==> src/rtl/stereo_frame_sequencer.sv <==
`timescale 1ns/1ps
// stereo_frame_sequencer
//
// Frame-level gatekeeper between a camera/VDMA AXI4-Stream and the
// Stereovision core's image input. Frames are admitted only from a
// start-of-frame beat. Output tuser/tlast are regenerated from internal
// beat/line counters. Truncated frames are padded with zero beats, so the
// core always sees exactly HEIGHT*BPL beats. The next frame is held back
// until the core's disparity output has produced a full frame. The image
// select is latched only when a frame starts.
//
// Ports:
//   aclk, aresetn        clock, synchronous active-low reset
//   s_axis_*             source stream (tvalid/tready/tdata/tuser/tlast)
//   m_axis_*             stream to the core (tvalid/tready/tdata/tuser/tlast)
//   mon_tvalid/tready/tlast  snoop of the core's disparity output
//   switch_img_in/out    requested / applied image select
//   frame_done           1-cycle pulse when the core's output frame completes
//   err_sof              1-cycle pulse on an SOF arriving mid-frame
//   err_eol              1-cycle pulse on an input tlast in the wrong position
//   dropped_beats        saturating count of beats discarded while seeking SOF
//   busy                 high while a frame is in flight (PASS, PAD, DRAIN)
module stereo_frame_sequencer #(
  parameter int WIDTH                 = 3840,
  parameter int HEIGHT                = 2160,
  parameter int MAX_SAMPLES_PER_CLOCK = 4,
  parameter int AXIS_TDATA_WIDTH      = 96
) (
  input  logic                        aclk,
  input  logic                        aresetn,
  input  logic                        s_axis_tvalid,
  output logic                        s_axis_tready,
  input  logic [AXIS_TDATA_WIDTH-1:0] s_axis_tdata,
  input  logic                        s_axis_tuser,
  input  logic                        s_axis_tlast,
  output logic                        m_axis_tvalid,
  input  logic                        m_axis_tready,
  output logic [AXIS_TDATA_WIDTH-1:0] m_axis_tdata,
  output logic                        m_axis_tuser,
  output logic                        m_axis_tlast,
  input  logic                        mon_tvalid,
  input  logic                        mon_tready,
  input  logic                        mon_tlast,
  input  logic [3:0]                  switch_img_in,
  output logic [3:0]                  switch_img_out,
  output logic                        frame_done,
  output logic                        err_sof,
  output logic                        err_eol,
  output logic [15:0]                 dropped_beats,
  output logic                        busy
);

  localparam int BPL    = WIDTH / MAX_SAMPLES_PER_CLOCK;
  localparam int BEAT_W = (BPL > 1) ? $clog2(BPL) : 1;
  localparam int LINE_W = $clog2(HEIGHT + 1);
  localparam logic [BEAT_W-1:0] BEAT_LAST = BEAT_W'(BPL - 1);
  localparam logic [LINE_W-1:0] LINE_LAST = LINE_W'(HEIGHT - 1);

  typedef enum logic [1:0] {SEEK, PASS, PAD, DRAIN} state_t;

  state_t              state_reg;
  logic [BEAT_W-1:0]   beat_cnt_reg;
  logic [LINE_W-1:0]   line_cnt_reg;
  logic [LINE_W-1:0]   out_lines_reg;
  logic                out_done_reg;
  logic                frame_done_reg;
  logic                err_sof_reg;
  logic                err_eol_reg;
  logic [15:0]         dropped_reg;
  logic [3:0]          switch_reg;

  logic at_first_beat;
  logic at_line_end;
  logic early_sof;
  logic m_beat;
  logic s_beat;
  logic frame_last_beat;
  logic mon_line;

  assign at_first_beat = (beat_cnt_reg == '0) && (line_cnt_reg == '0);
  assign at_line_end   = (beat_cnt_reg == BEAT_LAST);

  // Stream steering. PASS is a pure combinational wire-through so the
  // data path adds no latency; an SOF seen away from beat (0,0) is blocked
  // on both sides so it stays pending for the next SEEK.
  always_comb begin
    m_axis_tvalid = 1'b0;
    m_axis_tdata  = '0;
    s_axis_tready = 1'b0;
    early_sof     = 1'b0;
    case (state_reg)
      SEEK: s_axis_tready = !s_axis_tuser;
      PASS: begin
        early_sof    = s_axis_tuser && !at_first_beat;
        m_axis_tdata = s_axis_tdata;
        if (!early_sof) begin
          m_axis_tvalid = s_axis_tvalid;
          s_axis_tready = m_axis_tready;
        end
      end
      PAD:     m_axis_tvalid = 1'b1;
      default: ;
    endcase
  end

  assign m_axis_tuser    = m_axis_tvalid && at_first_beat;
  assign m_axis_tlast    = m_axis_tvalid && at_line_end;
  assign m_beat          = m_axis_tvalid && m_axis_tready;
  assign s_beat          = s_axis_tvalid && s_axis_tready;
  assign frame_last_beat = m_beat && at_line_end && (line_cnt_reg == LINE_LAST);
  assign mon_line        = mon_tvalid && mon_tready && mon_tlast;

  always_ff @(posedge aclk) begin
    if (!aresetn) begin
      state_reg      <= SEEK;
      beat_cnt_reg   <= '0;
      line_cnt_reg   <= '0;
      out_lines_reg  <= '0;
      out_done_reg   <= 1'b0;
      frame_done_reg <= 1'b0;
      err_sof_reg    <= 1'b0;
      err_eol_reg    <= 1'b0;
      dropped_reg    <= '0;
      switch_reg     <= '0;
    end else begin
      err_sof_reg    <= 1'b0;
      err_eol_reg    <= 1'b0;
      frame_done_reg <= 1'b0;

      // Output-side line counter, independent of the input state machine.
      if (mon_line) begin
        if (out_lines_reg == LINE_LAST) begin
          out_lines_reg  <= '0;
          frame_done_reg <= 1'b1;
        end else begin
          out_lines_reg <= out_lines_reg + 1'b1;
        end
      end

      // Sticky completion flag: a completion arriving outside DRAIN is kept
      // until DRAIN consumes it; a fresh completion always wins over the clear.
      out_done_reg <= (mon_line && (out_lines_reg == LINE_LAST)) ||
                      (out_done_reg && (state_reg != DRAIN));

      if (m_beat) begin
        if (at_line_end) begin
          beat_cnt_reg <= '0;
          line_cnt_reg <= (line_cnt_reg == LINE_LAST) ? '0 : line_cnt_reg + 1'b1;
        end else begin
          beat_cnt_reg <= beat_cnt_reg + 1'b1;
        end
      end

      case (state_reg)
        SEEK: begin
          if (s_beat && (dropped_reg != 16'hFFFF)) begin
            dropped_reg <= dropped_reg + 16'd1;
          end
          if (s_axis_tvalid && s_axis_tuser) begin
            state_reg    <= PASS;
            switch_reg   <= switch_img_in;
            beat_cnt_reg <= '0;
            line_cnt_reg <= '0;
          end
        end
        PASS: begin
          if (s_axis_tvalid && early_sof) begin
            err_sof_reg <= 1'b1;
            state_reg   <= PAD;
          end else begin
            if (s_beat && (s_axis_tlast != at_line_end)) begin
              err_eol_reg <= 1'b1;
            end
            if (frame_last_beat) begin
              state_reg <= DRAIN;
            end
          end
        end
        PAD: begin
          if (frame_last_beat) begin
            state_reg <= DRAIN;
          end
        end
        DRAIN: begin
          if (out_done_reg) begin
            state_reg <= SEEK;
          end
        end
        default: state_reg <= SEEK;
      endcase
    end
  end

  assign switch_img_out = switch_reg;
  assign frame_done     = frame_done_reg;
  assign err_sof        = err_sof_reg;
  assign err_eol        = err_eol_reg;
  assign dropped_beats  = dropped_reg;
  assign busy           = (state_reg != SEEK);

endmodule

==> config.mk <==
export PLATFORM = sky130hd
export DESIGN_NAME = stereo_frame_sequencer
export DESIGN_NICKNAME = d
export VERILOG_FILES = /design/src/rtl/stereo_frame_sequencer.sv
export SDC_FILE = /design/constraint.sdc
export NUM_CORES = 1
export LEC_CHECK = 0
export ABC_CLOCK_PERIOD_IN_PS = 4500
export CAP_MARGIN = 20
export CORE_UTILIZATION = 41
export DETAILED_ROUTE_END_ITERATION = 10
export PLACE_DENSITY_LB_ADDON = 0.1
export SLEW_MARGIN = 20
export SYNTH_ARGS = -nofsm -noshare
export SYNTH_HDL_FRONTEND = slang
export SYNTH_SLANG_ARGS = --single-unit
==> constraint.sdc <==
create_clock -name aclk -period 4.5 [get_ports aclk]
set_input_delay 0.675 -clock aclk [delete_from_list [all_inputs] [get_ports aclk]]
set_output_delay 0.675 -clock aclk [all_outputs]
set_load 0.02 [all_outputs]
==> Yosys cells after proc, flatten, opt, wreduce, memory -nomap -nowiden <==
Cells that the tools add are included.
{ "word_totals": {"latchBits": 0, "ram_bits": 0, "mem_count": 0, "inputBits": 109, "rom_bits": 0, "reg_bits": 60, "output_inout_bits": 124} }
{ "op_classes": {"n_eq_ne": 11, "shifts": 0, "reduce_logical": 29, "n_addsub": 4, "bitwise": 2, "n_lt_le_gt_ge": 0, "n_mul": 0, "muxes": 24, "div_mod_pow": 0} }
{ "op_table": {"columns": ["operator", "count"], "rows": [
  ["96-bit 2-to-1 mux", 1],
  ["12-bit 2-to-1 mux", 6],
  ["10-bit 2-to-1 mux", 4],
  ["12-bit by 1-bit adder with 12-bit output, second input constant", 2],
  ["12-bit equality test, second input constant", 2],
  ["16-bit by 1-bit adder with 16-bit output, second input constant", 1],
  ["1-bit logical AND", 16],
  ["16-bit inequality test, second input constant", 1],
  ["12-bit logical NOT", 1],
  ["10-bit by 1-bit adder with 10-bit output, second input constant", 1],
  ["10-bit equality test, second input constant", 1],
  ["10-bit logical NOT", 1],
  ["2-bit AND reduction", 5],
  ["2-bit 2-to-1 mux", 4],
  ["2-bit one-hot mux with 4 select lines", 1],
  ["1-bit 2-to-1 mux", 6],
  ["2-bit inequality test, second input constant", 3],
  ["2-bit equality test, second input constant", 2],
  ["1-bit one-hot mux with 2 select lines", 2],
  ["3-bit OR reduction", 1],
  ["2-bit by 1-bit equality test with 1-bit output, second input constant", 1],
  ["1-bit logical NOT", 2],
  ["2-bit logical NOT", 1],
  ["1-bit inverter", 2],
  ["other kinds (3)", 3]
]} }

==> Longest topological paths before layout <==
{ "logic_depth": {"depth_word": 12, "depth_mapped": 9} }

==> Least setup slack after synthesis <==
OpenSTA, ideal clock, no wires.
{ "synth_path": {"path_kind": "flip-flop to output port", "start": "register line_cnt_reg[9]", "end": "output port m_axis_tuser", "t_required_ps": 3825, "path_stages_with_launch": 7, "arrival_time_ps": 2370, "path_buffers": 1, "slack_ps": 1455, "cell_sequence": "dfxtp_1 or4_4 or2_1 buf_6 o31ai_1 and2_1 nor3b_1"} }
{ "synth_between": {"elab_chain_cells": 7} }
{ "synth_lines": {"columns": ["element", "line_no", "source"], "rows": [
  ["from (decl)", "63", "logic [LINE_W-1:0] line_cnt_reg;"],
  ["from (signal assigned)", "148", "line_cnt_reg <= (line_cnt_reg == LINE_LAST) ? '0 : line_cnt_reg + 1'b1;"],
  ["12-bit logical NOT", "80", "assign at_first_beat = (beat_cnt_reg == '0) && (line_cnt_reg == '0);"],
  ["1-bit logical AND", "80", null],
  ["1-bit logical NOT", "94", "early_sof = s_axis_tuser && !at_first_beat;"],
  ["1-bit logical AND", "94", null],
  ["1-bit 2-to-1 mux", "96", "if (!early_sof) begin"],
  ["1-bit one-hot mux with 2 select lines", "91", "case (state_reg)"],
  ["net m_axis_tvalid", "36", "output logic m_axis_tvalid,"],
  ["1-bit logical AND", "106", "assign m_axis_tuser = m_axis_tvalid && at_first_beat;"],
  ["to (decl)", "39", "output logic m_axis_tuser,"]
]} }
The timed path passes the listed nets, and every way through them passes these cells.

==> Worst setup path after layout <==
{ "layout_path": {"start": "register beat_cnt_reg[0]", "end": "output port s_axis_tready"} }
{ "layout_between": {"elab_chain_cells": 6} }
{ "layout_lines": {"columns": ["element", "line_no", "source"], "rows": [
  ["from (decl)", "62", "logic [BEAT_W-1:0] beat_cnt_reg;"],
  ["from (signal assigned)", "150", "beat_cnt_reg <= beat_cnt_reg + 1'b1;"],
  ["10-bit logical NOT", "80", null],
  ["1-bit logical AND", "80", null],
  ["1-bit logical NOT", "94", null],
  ["1-bit logical AND", "94", null],
  ["1-bit 2-to-1 mux", "96", null],
  ["1-bit one-hot mux with 2 select lines", "91", null],
  ["to (decl)", "32", "output logic s_axis_tready,"]
]} }
Every way passes these cells.

==> results.cfg <==
[run_status]
status = finished, final reports clean

[setup_path]
crit_type = flip-flop to output pin
required_ns = 3.83
r2r_cells = 6
slowest_stage = o31a_1
timing.critical_path.slowest_cell_delay_ns = 0.68
crit_cells = 7
path_max_fanout = 28
path_cells = inv_1, ha_1, nor4b_1, nand4_1, o31a_1, a21oi_1, clkdlybuf4s50_1
crit_arrival_ns = 3.16
worst_setup_path_end_kind = output pin
startpoint_type = flip-flop
cp.buffers_inverters = 2
crit_family = compound AO/OA/AOI/OAI gates

[clock_tree]
clkSlewWorstSetupHoldPaths_ns = 0.08
numClockSinks = 60
cts.htree.levels = 3
clock_path_buffers = 2
clk_latency_ns = 0.35
root_buffer = clkbuf_8
post_cts_buffers = 0
numCtsBuffers = 9
cts_resized = 0
cts_hold_buffers = 0
tritoncts = yes

[timing]
tightest_slew_ns = 0.985
slew_viol_final = 0
rsz0062_at_grt = no
period_minus_slack_ns = 3.83
setup_tns_ns = 0
fin_ws_ns = 0.665
holdWs_ns = 0.486
fin_crit_sh_pct = 85.2
hold_viol = 0
skew_ns = 0.0126
setup_viol = 0
clock.fmax_mhz = 261
maxSlewHeadroom_pct = 33.8

[logic_synthesis]
yosysWarningCount = 0
synth-seq-cells = 60
synth-seq-area-share_pct = 31.0
yosys.cell_types.count = 46
synth_area_sq_um = 3880
synth.avg_cell_area_sq_um = 7.76
syn-num-nets = 620
syn_inst = 500
synthFlopType = dfxtp_1
synth-edff-count = 0
async_reset_ff_share_pct = 0

[die]
row_count = 35
io_pins = 233
start_util_pct = 42.2
core_area_sq_um = 9200
die-area_sq_um = 9860
die_w_microns = 99.3
fp.dieH_microns = 99.3

[layout]
fin_area_sq_um = 6420
seq_area_sq_um = 1200
num-fill-cells = 739
layout-drive-gt1-share_pct = 3.89
largest_reg_flops = 16
num_antenna_cells = 0
multiInputGateArea_sq_um = 2490
fin_util_pct = 69.9
final_net_count = 835
area_growth_pct = 65.6

[drt]
vias = 4491
drt-initial-drc-count = 228
avgRoutedWirePerCell_microns = 15.6
drc = 0
via_per_inst = 5.40
first_pass_iters = 5
wl_mm = 12.9
antenna_left = 0

[power_and_ir_drop]
p_per_area_nw_per_um2 = 271
power.leakage_nw = 2.22
vdd_drop_max_uv = 187

[worst_hold_path]
hp-class = flip-flop to flip-flop
whs_path_depth = 2

[flow_run]
max_cap_violations = 0

[global_routing]
grt_usage_pct = 25.3
grt_pass1_wl_mm = 20.3
overflow = 0
antenna_found_initial = 0
grt_pass1_vias = 4072
grt_max_degree = 101

[placed_design]
numPortBuffers = 232
post-place-ws_ns = 0.902
globalplace.congestion = 0.808
place.detailed.hpwl_mm = 9.83
placed_area_sq_um = 6220
==> area by class of cell <==
class,count,share of cell area (%)
Clock buffer,9,1.93
Clock inverter,7,1.17
Inverter,12,0.701
Multi-Input combinational cell,397,38.8
Sequential cell,60,18.7
Tap cell,111,2.16
Timing Repair Buffer,235,36.5
==> worst min-delay path, stage by stage (launching register included) <==
cell and delay, ns:
dfxtp_1 0.32, nand2b_1 0.07, a21oi_1 0.06
==> synth_stat cells, drive strengths merged (3+ instances only) <==
| cell | count | area, sq um |
|---|---|---|
| a21oi | 34 | 170 |
| a31oi | 3 | 18.8 |
| and2 | 99 | 619 |
| and3 | 5 | 31.3 |
| buf | 5 | 50.0 |
| clkbuf | 26 | 97.6 |
| dfxtp | 60 | 1200 |
| ha | 11 | 138 |
| inv | 12 | 45.0 |
| mux2i | 9 | 90.1 |
| nand2 | 32 | 120 |
| nand2b | 9 | 56.3 |
| nand3 | 29 | 145 |
| nand4 | 15 | 93.8 |
| nand4b | 4 | 35.0 |
| nor2 | 30 | 113 |
| nor2b | 3 | 18.8 |
| nor3 | 8 | 40.0 |
| nor4 | 9 | 56.3 |
| nor4b | 3 | 32.5 |
| o21ai | 13 | 65.1 |
| o31ai | 21 | 158 |
| o41ai | 3 | 26.3 |
| or2 | 3 | 18.8 |
| or3 | 7 | 43.8 |
| or4 | 16 | 124 |
| xnor2 | 4 | 35.0 |
| xor2 | 8 | 70.1 |
==> final timing paths <==
path                    from         endpoint  slack [ns]
max          beat_cnt_reg[0]    s_axis_tready        0.67
min             out_done_reg     out_done_reg        0.49
max reg2reg  beat_cnt_reg[1]  line_cnt_reg[1]        1.72
min reg2reg     out_done_reg     out_done_reg        0.49
==> cells in the final DEF, fill, tap and decap left out, drive strengths merged, types with 7 or more instances in the layout <==
cell type / instances
nand4: 15
o21ai: 13
nand2b: 9
clkbuf: 9
mux2i: 9
nand2: 32
nand3: 29
or3: 7
and2: 99
inv: 14
nor2: 30
or4: 16
ha: 11
clkdlybuf4s50: 232
a21oi: 34
nor4: 9
nor3: 8
dfxtp: 60
o31ai: 21
xor2: 8
==> cell families after synthesis <==
group,synth area share [%]
buffers and inverters,4.97
adders and majority gates,3.55
xor gates and xnor gates,2.71
muxes,2.32
DFF,31.0
and+or+nand+nor,41.2
AOI/OAI and AO/OA,14.3
==> per-stage QoR <==
step | std cells | power (W)
2_1_floorplan | 500 | 0.000907
3_3_place_gp | 815 | 0.00124
3_5_place_dp | 815 | 0.00125
4_1_cts | 831 | 0.00175
5_1_grt | 831 | 0.00182
6_report | 831 | 0.00174
==> routing by layer <==
layer / track usage, % / vias up / wire length [microns]
met3: 6.04 / 27 / 825
met2: 43.6 / 170 / 6550
met1: 31.0 / 2086 / 5260
li1: - / 2208 / -
met5: 0 / - / 0
met4: 8.48 / 0 / 298
==> power breakdown <==
part | switching, W | internal (W) | leakage (nW)
clock | 0.000243 | 0.000259 | 0.104
sequential | 0.00000847 | 0.000538 | 0.484
combinational | 0.000347 | 0.000345 | 1.63
total | 0.000599 | 0.00114 | 2.22
No activity file was read; power rests on OpenSTA's default activity.
